$ cat src/rtl/eth_rx_frame_filter.sv
// GMII receive frame engine: preamble/SFD detection, Ethernet header parse with
// destination MAC and EtherType filtering, FCS-stripped payload stream, and
// CRC-32 / length checking with the verdict tagged on the last payload beat.
module eth_rx_frame_filter #(
    parameter int unsigned NUM_ETYPES    = 4,
    parameter int unsigned MIN_FRAME_LEN = 64,
    parameter int unsigned MAX_FRAME_LEN = 1518
) (
    input  logic                      aclk,
    input  logic                      aresetn,
    input  logic [7:0]                gmii_rxd,
    input  logic                      gmii_rx_dv,
    input  logic                      gmii_rx_er,
    input  logic [47:0]               mac_d_addr,
    input  logic                      promisc_en,
    input  logic [16*NUM_ETYPES-1:0]  etype_table,
    output logic [7:0]                m_tdata,
    output logic                      m_tvalid,
    output logic                      m_tlast,
    output logic                      m_tuser,
    output logic [NUM_ETYPES-1:0]     etype_hit,
    output logic [47:0]               rx_src_mac,
    output logic                      frame_ok,
    output logic                      frame_crc_err,
    output logic                      frame_len_err,
    output logic                      frame_drop
);

    localparam logic [13:0] MinLen     = 14'(MIN_FRAME_LEN);
    localparam logic [13:0] MaxLen     = 14'(MAX_FRAME_LEN);
    localparam logic [13:0] LenSat     = 14'h3FFF;
    localparam logic [31:0] CrcResidue = 32'hDEBB_20E3;

    typedef enum logic [2:0] {StIdle, StPreamble, StHeader, StPayload, StDrop} state_e;

    // Reflected CRC-32 update over one byte, LSB first as on the wire.
    function automatic logic [31:0] crc_byte(input logic [31:0] crc, input logic [7:0] data);
        logic [31:0] c;
        c = crc ^ {24'h0, data};
        for (int i = 0; i < 8; i++) begin
            c = c[0] ? ((c >> 1) ^ 32'hEDB8_8320) : (c >> 1);
        end
        return c;
    endfunction

    state_e                state_q, state_d;
    logic [2:0]            pre_cnt_q, pre_cnt_d;
    logic [3:0]            hdr_cnt_q, hdr_cnt_d;
    logic [47:0]           dest_q, dest_d;
    logic [47:0]           src_q, src_d;
    logic [7:0]            ety_hi_q, ety_hi_d;
    logic [31:0]           crc_q, crc_d;
    logic [13:0]           len_q, len_d;
    logic                  er_seen_q, er_seen_d;
    logic [4:0][7:0]       dl_q, dl_d;
    logic [2:0]            dl_cnt_q, dl_cnt_d;
    logic                  armed_q, armed_d;
    logic [7:0]            m_tdata_q, m_tdata_d;
    logic                  m_tvalid_q, m_tvalid_d;
    logic                  m_tlast_q, m_tlast_d;
    logic                  m_tuser_q, m_tuser_d;
    logic [NUM_ETYPES-1:0] etype_hit_q, etype_hit_d;
    logic [47:0]           rx_src_mac_q, rx_src_mac_d;
    logic                  frame_ok_q, frame_ok_d;
    logic                  frame_crc_err_q, frame_crc_err_d;
    logic                  frame_len_err_q, frame_len_err_d;
    logic                  frame_drop_q, frame_drop_d;

    logic [NUM_ETYPES-1:0] hit;
    logic [15:0]           rx_etype;
    logic                  addr_ok;
    logic [31:0]           crc_upd;
    logic [13:0]           len_inc;
    logic                  crc_bad;
    logic                  len_bad;

    // Address and EtherType match, evaluated while the last header byte is on the bus.
    always_comb begin
        rx_etype = {ety_hi_q, gmii_rxd};
        hit      = '0;
        for (int k = 0; k < int'(NUM_ETYPES); k++) begin
            hit[k] = (etype_table[16*k +: 16] != 16'h0000) &&
                     (etype_table[16*k +: 16] == rx_etype);
        end
        addr_ok = promisc_en || (dest_q == mac_d_addr) || (dest_q == 48'hFFFF_FFFF_FFFF);
    end

    // Frame FSM next state, datapath updates and registered output values.
    always_comb begin
        state_d         = state_q;
        pre_cnt_d       = pre_cnt_q;
        hdr_cnt_d       = hdr_cnt_q;
        dest_d          = dest_q;
        src_d           = src_q;
        ety_hi_d        = ety_hi_q;
        crc_d           = crc_q;
        len_d           = len_q;
        er_seen_d       = er_seen_q;
        dl_d            = dl_q;
        dl_cnt_d        = dl_cnt_q;
        // Only start a frame once dv has been seen low since reset.
        armed_d         = armed_q | ~gmii_rx_dv;
        m_tdata_d       = m_tdata_q;
        m_tvalid_d      = 1'b0;
        m_tlast_d       = 1'b0;
        m_tuser_d       = 1'b0;
        etype_hit_d     = etype_hit_q;
        rx_src_mac_d    = rx_src_mac_q;
        frame_ok_d      = 1'b0;
        frame_crc_err_d = 1'b0;
        frame_len_err_d = 1'b0;
        frame_drop_d    = 1'b0;

        crc_upd = crc_byte(crc_q, gmii_rxd);
        len_inc = (len_q == LenSat) ? len_q : len_q + 14'd1;
        crc_bad = (crc_q != CrcResidue);
        len_bad = (len_q < MinLen) || (len_q > MaxLen);

        unique case (state_q)
            StIdle: begin
                if (gmii_rx_dv) begin
                    if (armed_q && gmii_rxd == 8'h55) begin
                        state_d   = StPreamble;
                        pre_cnt_d = 3'd1;
                    end else begin
                        state_d = StDrop;
                    end
                end
            end
            StPreamble: begin
                if (!gmii_rx_dv) begin
                    state_d = StIdle;
                end else if (gmii_rxd == 8'h55) begin
                    if (pre_cnt_q == 3'd7) state_d = StDrop;
                    else pre_cnt_d = pre_cnt_q + 3'd1;
                end else if (gmii_rxd == 8'hD5) begin
                    state_d   = StHeader;
                    hdr_cnt_d = 4'd0;
                    crc_d     = 32'hFFFF_FFFF;
                    len_d     = 14'd0;
                    er_seen_d = 1'b0;
                    dl_cnt_d  = 3'd0;
                end else begin
                    state_d = StDrop;
                end
            end
            StHeader: begin
                if (!gmii_rx_dv) begin
                    state_d         = StIdle;
                    frame_len_err_d = 1'b1;
                end else begin
                    crc_d     = crc_upd;
                    len_d     = len_inc;
                    er_seen_d = er_seen_q | gmii_rx_er;
                    hdr_cnt_d = hdr_cnt_q + 4'd1;
                    if (hdr_cnt_q < 4'd6) begin
                        dest_d = {dest_q[39:0], gmii_rxd};
                    end else if (hdr_cnt_q < 4'd12) begin
                        src_d = {src_q[39:0], gmii_rxd};
                    end else if (hdr_cnt_q == 4'd12) begin
                        ety_hi_d = gmii_rxd;
                    end else if (addr_ok && (hit != '0)) begin
                        state_d      = StPayload;
                        etype_hit_d  = hit;
                        rx_src_mac_d = src_q;
                    end else begin
                        state_d      = StDrop;
                        frame_drop_d = 1'b1;
                    end
                end
            end
            StPayload: begin
                if (gmii_rx_dv) begin
                    crc_d     = crc_upd;
                    len_d     = len_inc;
                    er_seen_d = er_seen_q | gmii_rx_er;
                    dl_d      = {dl_q[3:0], gmii_rxd};
                    if (dl_cnt_q == 3'd5) begin
                        m_tvalid_d = 1'b1;
                        m_tdata_d  = dl_q[4];
                    end else begin
                        dl_cnt_d = dl_cnt_q + 3'd1;
                    end
                end else begin
                    state_d = StIdle;
                    // The four younger entries are the FCS and are discarded.
                    if (dl_cnt_q == 3'd5) begin
                        m_tvalid_d = 1'b1;
                        m_tlast_d  = 1'b1;
                        m_tdata_d  = dl_q[4];
                        m_tuser_d  = crc_bad | len_bad | er_seen_q;
                        if (len_bad) frame_len_err_d = 1'b1;
                        else if (crc_bad || er_seen_q) frame_crc_err_d = 1'b1;
                        else frame_ok_d = 1'b1;
                    end else begin
                        frame_len_err_d = 1'b1;
                    end
                end
            end
            StDrop: begin
                if (!gmii_rx_dv) state_d = StIdle;
            end
            default: state_d = StIdle;
        endcase
    end

    // State and output registers; reset aborts any frame in flight.
    always_ff @(posedge aclk or negedge aresetn) begin
        if (!aresetn) begin
            state_q         <= StIdle;
            pre_cnt_q       <= '0;
            hdr_cnt_q       <= '0;
            dest_q          <= '0;
            src_q           <= '0;
            ety_hi_q        <= '0;
            crc_q           <= 32'hFFFF_FFFF;
            len_q           <= '0;
            er_seen_q       <= 1'b0;
            dl_q            <= '0;
            dl_cnt_q        <= '0;
            armed_q         <= 1'b0;
            m_tdata_q       <= '0;
            m_tvalid_q      <= 1'b0;
            m_tlast_q       <= 1'b0;
            m_tuser_q       <= 1'b0;
            etype_hit_q     <= '0;
            rx_src_mac_q    <= '0;
            frame_ok_q      <= 1'b0;
            frame_crc_err_q <= 1'b0;
            frame_len_err_q <= 1'b0;
            frame_drop_q    <= 1'b0;
        end else begin
            state_q         <= state_d;
            pre_cnt_q       <= pre_cnt_d;
            hdr_cnt_q       <= hdr_cnt_d;
            dest_q          <= dest_d;
            src_q           <= src_d;
            ety_hi_q        <= ety_hi_d;
            crc_q           <= crc_d;
            len_q           <= len_d;
            er_seen_q       <= er_seen_d;
            dl_q            <= dl_d;
            dl_cnt_q        <= dl_cnt_d;
            armed_q         <= armed_d;
            m_tdata_q       <= m_tdata_d;
            m_tvalid_q      <= m_tvalid_d;
            m_tlast_q       <= m_tlast_d;
            m_tuser_q       <= m_tuser_d;
            etype_hit_q     <= etype_hit_d;
            rx_src_mac_q    <= rx_src_mac_d;
            frame_ok_q      <= frame_ok_d;
            frame_crc_err_q <= frame_crc_err_d;
            frame_len_err_q <= frame_len_err_d;
            frame_drop_q    <= frame_drop_d;
        end
    end

    assign m_tdata       = m_tdata_q;
    assign m_tvalid      = m_tvalid_q;
    assign m_tlast       = m_tlast_q;
    assign m_tuser       = m_tuser_q;
    assign etype_hit     = etype_hit_q;
    assign rx_src_mac    = rx_src_mac_q;
    assign frame_ok      = frame_ok_q;
    assign frame_crc_err = frame_crc_err_q;
    assign frame_len_err = frame_len_err_q;
    assign frame_drop    = frame_drop_q;

endmodule

$ cat config.mk
export PLATFORM = sky130hd
export DESIGN_NAME = eth_rx_frame_filter
export DESIGN_NICKNAME = d
export VERILOG_FILES = /design/src/rtl/eth_rx_frame_filter.sv
export SDC_FILE = /design/constraint.sdc
export NUM_CORES = 1
export LEC_CHECK = 0
export CAP_MARGIN = 10
export CORE_ASPECT_RATIO = 1.2
export CORE_MARGIN = 2
export CORE_UTILIZATION = 31
export CTS_BUF_LIST = sky130_fd_sc_hd__clkbuf_16
export DETAILED_ROUTE_END_ITERATION = 10
export GPL_TIMING_DRIVEN = 0
export PLACE_DENSITY = 0.59
export SYNTH_ARGS = -nofsm -noshare
export SYNTH_HDL_FRONTEND = slang
export SYNTH_SLANG_ARGS = --single-unit
$ cat constraint.sdc
create_clock -name aclk -period 2.3 [get_ports aclk]
set_input_delay 0.345 -clock aclk [delete_from_list [all_inputs] [get_ports aclk]]
set_output_delay 0.345 -clock aclk [all_outputs]
set_load 0.005 [all_outputs]
==> results.sh, run 1 <==
export IMPL_power_density_mw_per_mm2=584
export IMPL_drv_cap=0
export IMPL_globalRouteOverflowTotal=0
export IMPL_p_leak_nw=7.75
export IMPL_r2r_start="dest_q[29]"
export IMPL_grt_use_met2_pct=27.7
export IMPL_reg2reg_to="rx_src_mac[36]"
export IMPL_max_stage_delay_ns=0.42
export IMPL_yosys_warnings=0
export IMPL_drc=0
export IMPL_core_area_sq_mm=0.0427
export IMPL_busiest_layer="met2"
export IMPL_cts_tree="done"
export IMPL_rsz0062_at_grt="yes"
export IMPL_tns_ns=-5.34
export IMPL_syn_to_final_growth_pct=28.1
export IMPL_num_rows=83
export IMPL_path_depth=8
export IMPL_post_route_period_util_pct=106
export IMPL_crit_fanout=10
export IMPL_synth_enable_flop_cells=0
export IMPL_clk_latency_ns=0.55
export IMPL_grt_pass1_vias=9696
export IMPL_post_drt_wl_per_cell_um=19.8
export IMPL_min_path_type="input pin to asynchronous set/reset pin"
export IMPL_cts_root_buf="clkbuf_16"
export IMPL_crit_type="flop to flop"
export IMPL_path_cells="xor2_1, nor4_2, nand4_1, nor3_4, o21ai_2, nand2b_4, buf_12, mux2_4"
export IMPL_synth_seq_area_share_pct=51.2
export IMPL_antenna_found_initial=7
export IMPL_viasPerCell=4.86
export IMPL_clk_pin_slew_ns=0.07
export IMPL_drtAntennaViolNets=0
export IMPL_dp_hpwl_um=27900
export IMPL_syn_area_sq_mm=0.0134
export IMPL_finalWirelength_um=37100
export IMPL_die_width_um=194
export IMPL_drive_above_1_share_pct=26.5
export IMPL_firstDrtPassIters=5
export IMPL_die_y_um=231
export IMPL_hold_slack_ns=0.325
export IMPL_fin_util_pct=40.1
export IMPL_nNetsFinal=1428
export IMPL_grt_max_degree=120
export IMPL_r2r_slack_ns=-0.13
export IMPL_die_area_sq_mm=0.0448
export IMPL_synth_ff_type="dfrtp_1"
export IMPL_ctsHtreeMaxLevel=1
export IMPL_synth_nets=1198
export IMPL_vias=9116
export IMPL_grt_use_met1_pct=21.2
export IMPL_crit_buf_inv=1
export IMPL_setup_viol=48
export IMPL_skew_ns=0.0176
export IMPL_clk_path_buf_depth=3
export IMPL_async_flop_share_pct=100
export IMPL_grtUsageMet3_pct=2.85
export IMPL_cp_endpoint="rx_src_mac[36]"
export IMPL_fillerInstances=4013
export IMPL_p_total_w=0.0100
export IMPL_ir_worst_vdd_uv=424
export IMPL_clock_fmax_mhz=412
export IMPL_synth_cell_types=61
export IMPL_syn_area_per_cell_sq_um=12.5
export IMPL_worst_pin_slew_ns=0.688
export IMPL_cts_buffers=28
export IMPL_synth_seq_cells=272
export IMPL_violations="negative setup slack"
export IMPL_cp_slowest_cell="dfrtp_1"
export IMPL_slew_headroom_pct=53.8
export IMPL_grtUsageTotal_pct=16.6
export IMPL_startpoint="dest_q[29]"
export IMPL_initial_core_util_pct=31.3
export IMPL_cts_sinks=272
export IMPL_grt_pass1_wl_um=58000
export IMPL_worst_slack_ns=-0.127
export IMPL_hold_viol=0
export IMPL_post_route_min_period_ns=2.43
export IMPL_cp_arrival_ns=2.85
export IMPL_port_buffers=190
export IMPL_ios=192
export IMPL_place_congestion=0.877
export IMPL_dr_first_iter_drc_count=429
export IMPL_crit_path_end_kind="flop"
export IMPL_syn_instance_count=1067
export IMPL_outcome="complete, but fails checks"
export IMPL_cp_top_family="simple AND/OR/NAND/NOR gates"
export IMPL_slew_viol_final=0
export IMPL_reg2reg_depth=8
export IMPL_crit_path_start_kind="flop"
export IMPL_crit_required_ns=2.72
==> worst min path at each step <==
stage	end	cells after the start
2_1_floorplan	armed_q	0
3_3_place_gp	m_tdata[0]	2
3_5_place_dp	rx_src_mac[41]	1
4_1_cts	rx_src_mac[41]	2
5_1_grt	rx_src_mac[41]	2
6_report	rx_src_mac[41]	2
==> layout by cell type (no fill, tap or decap), drive strengths merged, types with 3 or more instances in the layout <==
cell type | Yosys | layout
clkinv | 1 | 13
o2bb2ai | 4 | 4
nand3 | 15 | 15
o21ai | 19 | 19
clkbuf | 22 | 52
inv | 7 | 13
o31ai | 3 | 3
clkdlybuf4s50 | 0 | 188
buf | 29 | 38
ha | 6 | 6
a21oi | 34 | 34
nor2 | 59 | 59
nor2b | 6 | 6
and2 | 4 | 4
nor3 | 16 | 16
nor4 | 45 | 45
xor2 | 99 | 99
nor3b | 3 | 3
o22a | 5 | 5
nand4 | 44 | 44
dfstp | 32 | 32
diode | 0 | 6
dfrtp | 240 | 240
nand2b | 5 | 5
mux2 | 190 | 190
nand2 | 56 | 56
xnor2 | 92 | 92
a31oi | 5 | 5
==> area by class of cell <==
type,count,area (sq um),area share [%]
sequential,272,6850,40.0
multi-input combinational,736,6300,36.8
timing repair buffer,204,2060,12.0
clock buffer,29,726,4.24
tap,552,691,4.04
buffer,47,318,1.86
clock inverter,21,123,0.717
inverter,8,31.3,0.183
antenna,6,15.0,0.0877
==> power breakdown <==
group	switching, W	internal (W)
clock	0.00188	0.00238
sequential	0.00000557	0.00480
combinational	0.000490	0.000445
total	0.00237	0.00762
==> sequential cells by signal, indices dropped and copies added, names as in the netlist, 3 cells and up <==
| register | flops |
|---|---|
| len_q | 14 |
| state_q | 3 |
| etype_hit | 4 |
| crc_q | 32 |
| dest_q | 48 |
| m_tdata | 8 |
| pre_cnt_q | 3 |
| dl_q | 40 |
| rx_src_mac | 48 |
| src_q | 48 |
| hdr_cnt_q | 4 |
| dl_cnt_q | 3 |
| ety_hi_q | 8 |
==> cell usage after synthesis (all sizes together) (2+ instances only) <==
| library cell | n | area, sq um |
|---|---|---|
| dfrtp | 240 | 6010 |
| mux2 | 190 | 2310 |
| xor2 | 99 | 893 |
| xnor2 | 92 | 963 |
| nor2 | 59 | 221 |
| nand2 | 56 | 213 |
| nor4 | 45 | 297 |
| nand4 | 44 | 290 |
| a21oi | 34 | 170 |
| dfstp | 32 | 841 |
| buf | 29 | 216 |
| clkbuf | 22 | 82.6 |
| o21ai | 19 | 110 |
| nor3 | 16 | 90.1 |
| nand3 | 15 | 75.1 |
| inv | 7 | 26.3 |
| ha | 6 | 75.1 |
| nor2b | 6 | 45.0 |
| a31oi | 5 | 31.3 |
| nand2b | 5 | 31.3 |
| o22a | 5 | 43.8 |
| and2 | 4 | 25.0 |
| o2bb2ai | 4 | 35.0 |
| nor3b | 3 | 22.5 |
| o31ai | 3 | 22.5 |
| a21boi | 2 | 15.0 |
| a21o | 2 | 15.0 |
| a41oi | 2 | 17.5 |
| and3 | 2 | 12.5 |
| nand4b | 2 | 17.5 |
| nor4b | 2 | 23.8 |
| nor4bb | 2 | 20.0 |
| o21a | 2 | 15.0 |
==> logic make-up after synthesis <==
logic type,share of synthesized area [%]
AND/OR/NAND/NOR,10.6
AO/OA/AOI/OAI,4.01
multiplexers,17.3
XOR/XNOR,13.9
buffers and inverters,2.46
adder cells (fa/ha/maj),0.562
flip-flops,51.2
==> worst reg2reg max path, stage by stage, from the launching register on <==
cell	delay [ns]
dfrtp_1	0.42
xor2_1	0.17
nor4_2	0.34
nand4_1	0.20
nor3_4	0.32
o21ai_2	0.10
nand2b_4	0.25
buf_12	0.20
mux2_4	0.30
==> through the flow <==
step	std cells	cell area, sq um	worst slack (ns)
floorplan	1067	13400	0.189
global placement	1809	16000	-10.78
detailed placement	1811	16000	-0.818
CTS	1865	17000	-0.153
global route	1875	17100	-0.262
finish	1875	17100	-0.127
==> what timing repair did <==
| action | 4_1_cts | 5_1_grt |
|---|---|---|
| cloned | 0 | 0 |
| setup buffers | 5 | 6 |
| resized for setup | 26 | 23 |
| hold buffers | 1 | 0 |
| pin swaps | 7 | 12 |
| endpoints found under the hold margin | 47 | 0 |
| setup endpoints to repair | 162 | 165 |
==> layer usage <==
| layer | vias to the layer above | share of wire [%] |
|---|---|---|
| li1 | 4224 | - |
| met1 | 4576 | 42 |
| met2 | 256 | 49 |
| met3 | 58 | 5.0 |
| met4 | 2 | 3.6 |
| met5 | - | 0.022 |
Note: power is estimated with default switching activity, not from simulation.
==> run 2, diff against run 1 <==
--- a/config.mk
+++ b/config.mk
@@ -13,6 +13,7 @@
 export DETAILED_ROUTE_END_ITERATION = 10
 export GPL_TIMING_DRIVEN = 0
 export PLACE_DENSITY = 0.59
+export SKIP_LAST_GASP = 1
 export SYNTH_ARGS = -nofsm -noshare
 export SYNTH_HDL_FRONTEND = slang
 export SYNTH_SLANG_ARGS = --single-unit
==> run 2 against run 1 <==
Against the previous run: count of clock-buffer cells in the layout unchanged; critical endpoint unchanged; the run still ends with negative setup slack left; critical path type unchanged; design area about the same; routed wire length increased by 0.14%; first-iteration DRC count increased by 13%; clock skew about the same; highest routed layer unchanged.
==> results.sh, run 2 (synthesized netlist as in run 1, its figures left out) <==
export IMPL_grt_max_degree=120
export IMPL_ios=192
export IMPL_post_route_min_period_ns=2.44
export IMPL_final_cell_mix="dfrtp_1, clkdlybuf4s50_1, mux2_2, xor2_1, xnor2_1"
export IMPL_crit_required_ns=2.72
export IMPL_p_switching_w=0.00238
export IMPL_globalRouteOverflowTotal=0
export IMPL_p_int_w=0.00762
export IMPL_dp_hpwl_um=27900
export IMPL_crit_path_start_kind="flop"
export IMPL_seqPwrFrac_pct=48.1
export IMPL_drtAntennaViolNets=0
export IMPL_clockPowerShare_pct=42.6
export IMPL_cts_sinks=272
export IMPL_viasPerCell=4.88
export IMPL_cts_root_buf="clkbuf_16"
export IMPL_cp_arrival_ns=2.86
export IMPL_clock_fmax_mhz=410
export IMPL_drc=0
export IMPL_hold_viol=0
export IMPL_firstDrtPassIters=4
export IMPL_antenna_found_initial=7
export IMPL_setup_viol=49
export IMPL_cts_buffers=28
export IMPL_power_density_mw_per_mm2=584
export IMPL_ir_worst_vdd_uv=425
export IMPL_pwr_share_comb_pct=9.4
export IMPL_clk_latency_ns=0.55
export IMPL_die_width_um=194
export IMPL_worst_slack_ns=-0.138
export IMPL_outcome="complete, but fails checks"
export IMPL_place_congestion=0.877
export IMPL_drive_above_1_share_pct=26.6
export IMPL_finalNonFillerCells=1876
export IMPL_grt_pass1_wl_um=58000
export IMPL_p_sw_share_pct=23.8
export IMPL_crit_type="flop to flop"
export IMPL_p_leak_nw=7.75
export IMPL_grt_pass1_vias=9698
export IMPL_dr_first_iter_drc_count=484
export IMPL_syn_to_final_growth_pct=28.1
export IMPL_grtUsageTotal_pct=16.6
export IMPL_skew_ns=0.0172
export IMPL_die_area_sq_mm=0.0448
export IMPL_layout_commonest_cell="dfrtp_1"
export IMPL_core_area_sq_mm=0.0427
export IMPL_clk_path_buf_depth=3
export IMPL_crit_fanout=10
export IMPL_post_route_period_util_pct=106
export IMPL_worst_pin_slew_ns=0.685
export IMPL_min_path_type="input pin to asynchronous set/reset pin"
export IMPL_post_drt_wl_per_cell_um=19.8
export IMPL_num_rows=83
export IMPL_finalWirelength_um=37200
export IMPL_vias=9146
export IMPL_cts_tree="done"
export IMPL_placed_cells=1811
export IMPL_rsz0062_at_grt="yes"
export IMPL_slew_headroom_pct=54.0
export IMPL_hold_slack_ns=0.324
export IMPL_slew_viol_final=0
export IMPL_crit_path_end_kind="flop"
export IMPL_place_ws_ns=-0.818
export IMPL_fillerInstances=4010
export IMPL_clk_pin_slew_ns=0.07
export IMPL_violations="negative setup slack"
export IMPL_port_buffers=190
export IMPL_ctsHtreeMaxLevel=1
export IMPL_nNetsFinal=1429
export IMPL_drv_cap=0
export IMPL_initial_core_util_pct=31.3
export IMPL_die_y_um=231
run 2: repair_timing:
action                                  CTS  global route
endpoints found under the setup margin  162           168
pin swaps                                 7            12
setup buffers                             5             7
resized for setup                        25            24
hold buffers                              1             0
hold endpoints to repair                 47             0
run 2: per-layer routing:
metal / global-route usage (%) / vias up / share of wire [%]
met5: 0 / - / 0.022
met4: 7.13 / 2 / 3.6
met3: 2.85 / 58 / 5.2
met2: 27.7 / 262 / 49
met1: 21.2 / 4595 / 42
li1: - / 4229 / -
run 2: worst paths after layout:
check / slack [ns] / start / depth (start not counted) / to
setup / recovery: -0.14 / dest_q[29] / 8 / rx_src_mac[36]
hold / removal: 0.32 / aresetn / 2 / rx_src_mac[41]
setup reg to reg: -0.14 / dest_q[29] / 8 / rx_src_mac[36]
hold reg to reg: 0.47 / dl_q[37] / 2 / m_tdata[5]
max in group asynchronous: 0.55 / aresetn / 4 / dest_q[25]
min in group aclk: 0.39 / gmii_rxd[7] / 2 / src_q[7]
run 2: power by group through the flow:
| stage | Clock, W | Sequential, W | Combinational (W) |
|---|---|---|---|
| after global routing | 0.00459 | 0.00480 | 0.00102 |
| after detailed placement | 0 | 0.00489 | 0.000925 |
| after CTS | 0.00439 | 0.00481 | 0.000941 |
| final | 0.00426 | 0.00481 | 0.000938 |
| after global placement | 0 | 0.00490 | 0.000911 |
| after floorplan | 0 | 0.00489 | 0.000438 |
run 2: cell type report:
class | instances | area [sq um] | share of cell area, %
inverter | 8 | 33.8 | 0.197
timing repair buffer | 205 | 2060 | 12.1
antenna | 6 | 15.0 | 0.0877
tap | 552 | 691 | 4.03
clock buffer | 29 | 726 | 4.24
multi-input combinational | 736 | 6300 | 36.8
sequential | 272 | 6850 | 40.0
buffer | 47 | 318 | 1.86
clock inverter | 21 | 123 | 0.716
run 2: critical path, cell delays in order, from the launching register on:
cell,delay (ns)
dfrtp_1,0.42
xor2_1,0.17
nor4_2,0.34
nand4_1,0.20
nor3_4,0.32
o21ai_2,0.09
nand2b_4,0.25
buf_12,0.20
mux2_4,0.30
run 2: per-stage QoR:
step | total power [W] | cell area (sq um) | util (%) | setup TNS (ns)
3_3_place_gp | 0.00581 | 16000 | 37.4 | -2919.02
5_1_grt | 0.0104 | 17100 | 40.1 | -12.28
6_report | 0.0100 | 17100 | 40.1 | -5.87
2_1_floorplan | 0.00533 | 13400 | - | 0
3_5_place_dp | 0.00582 | 16000 | 37.5 | -119.89
4_1_cts | 0.0101 | 17000 | 39.9 | -6.65
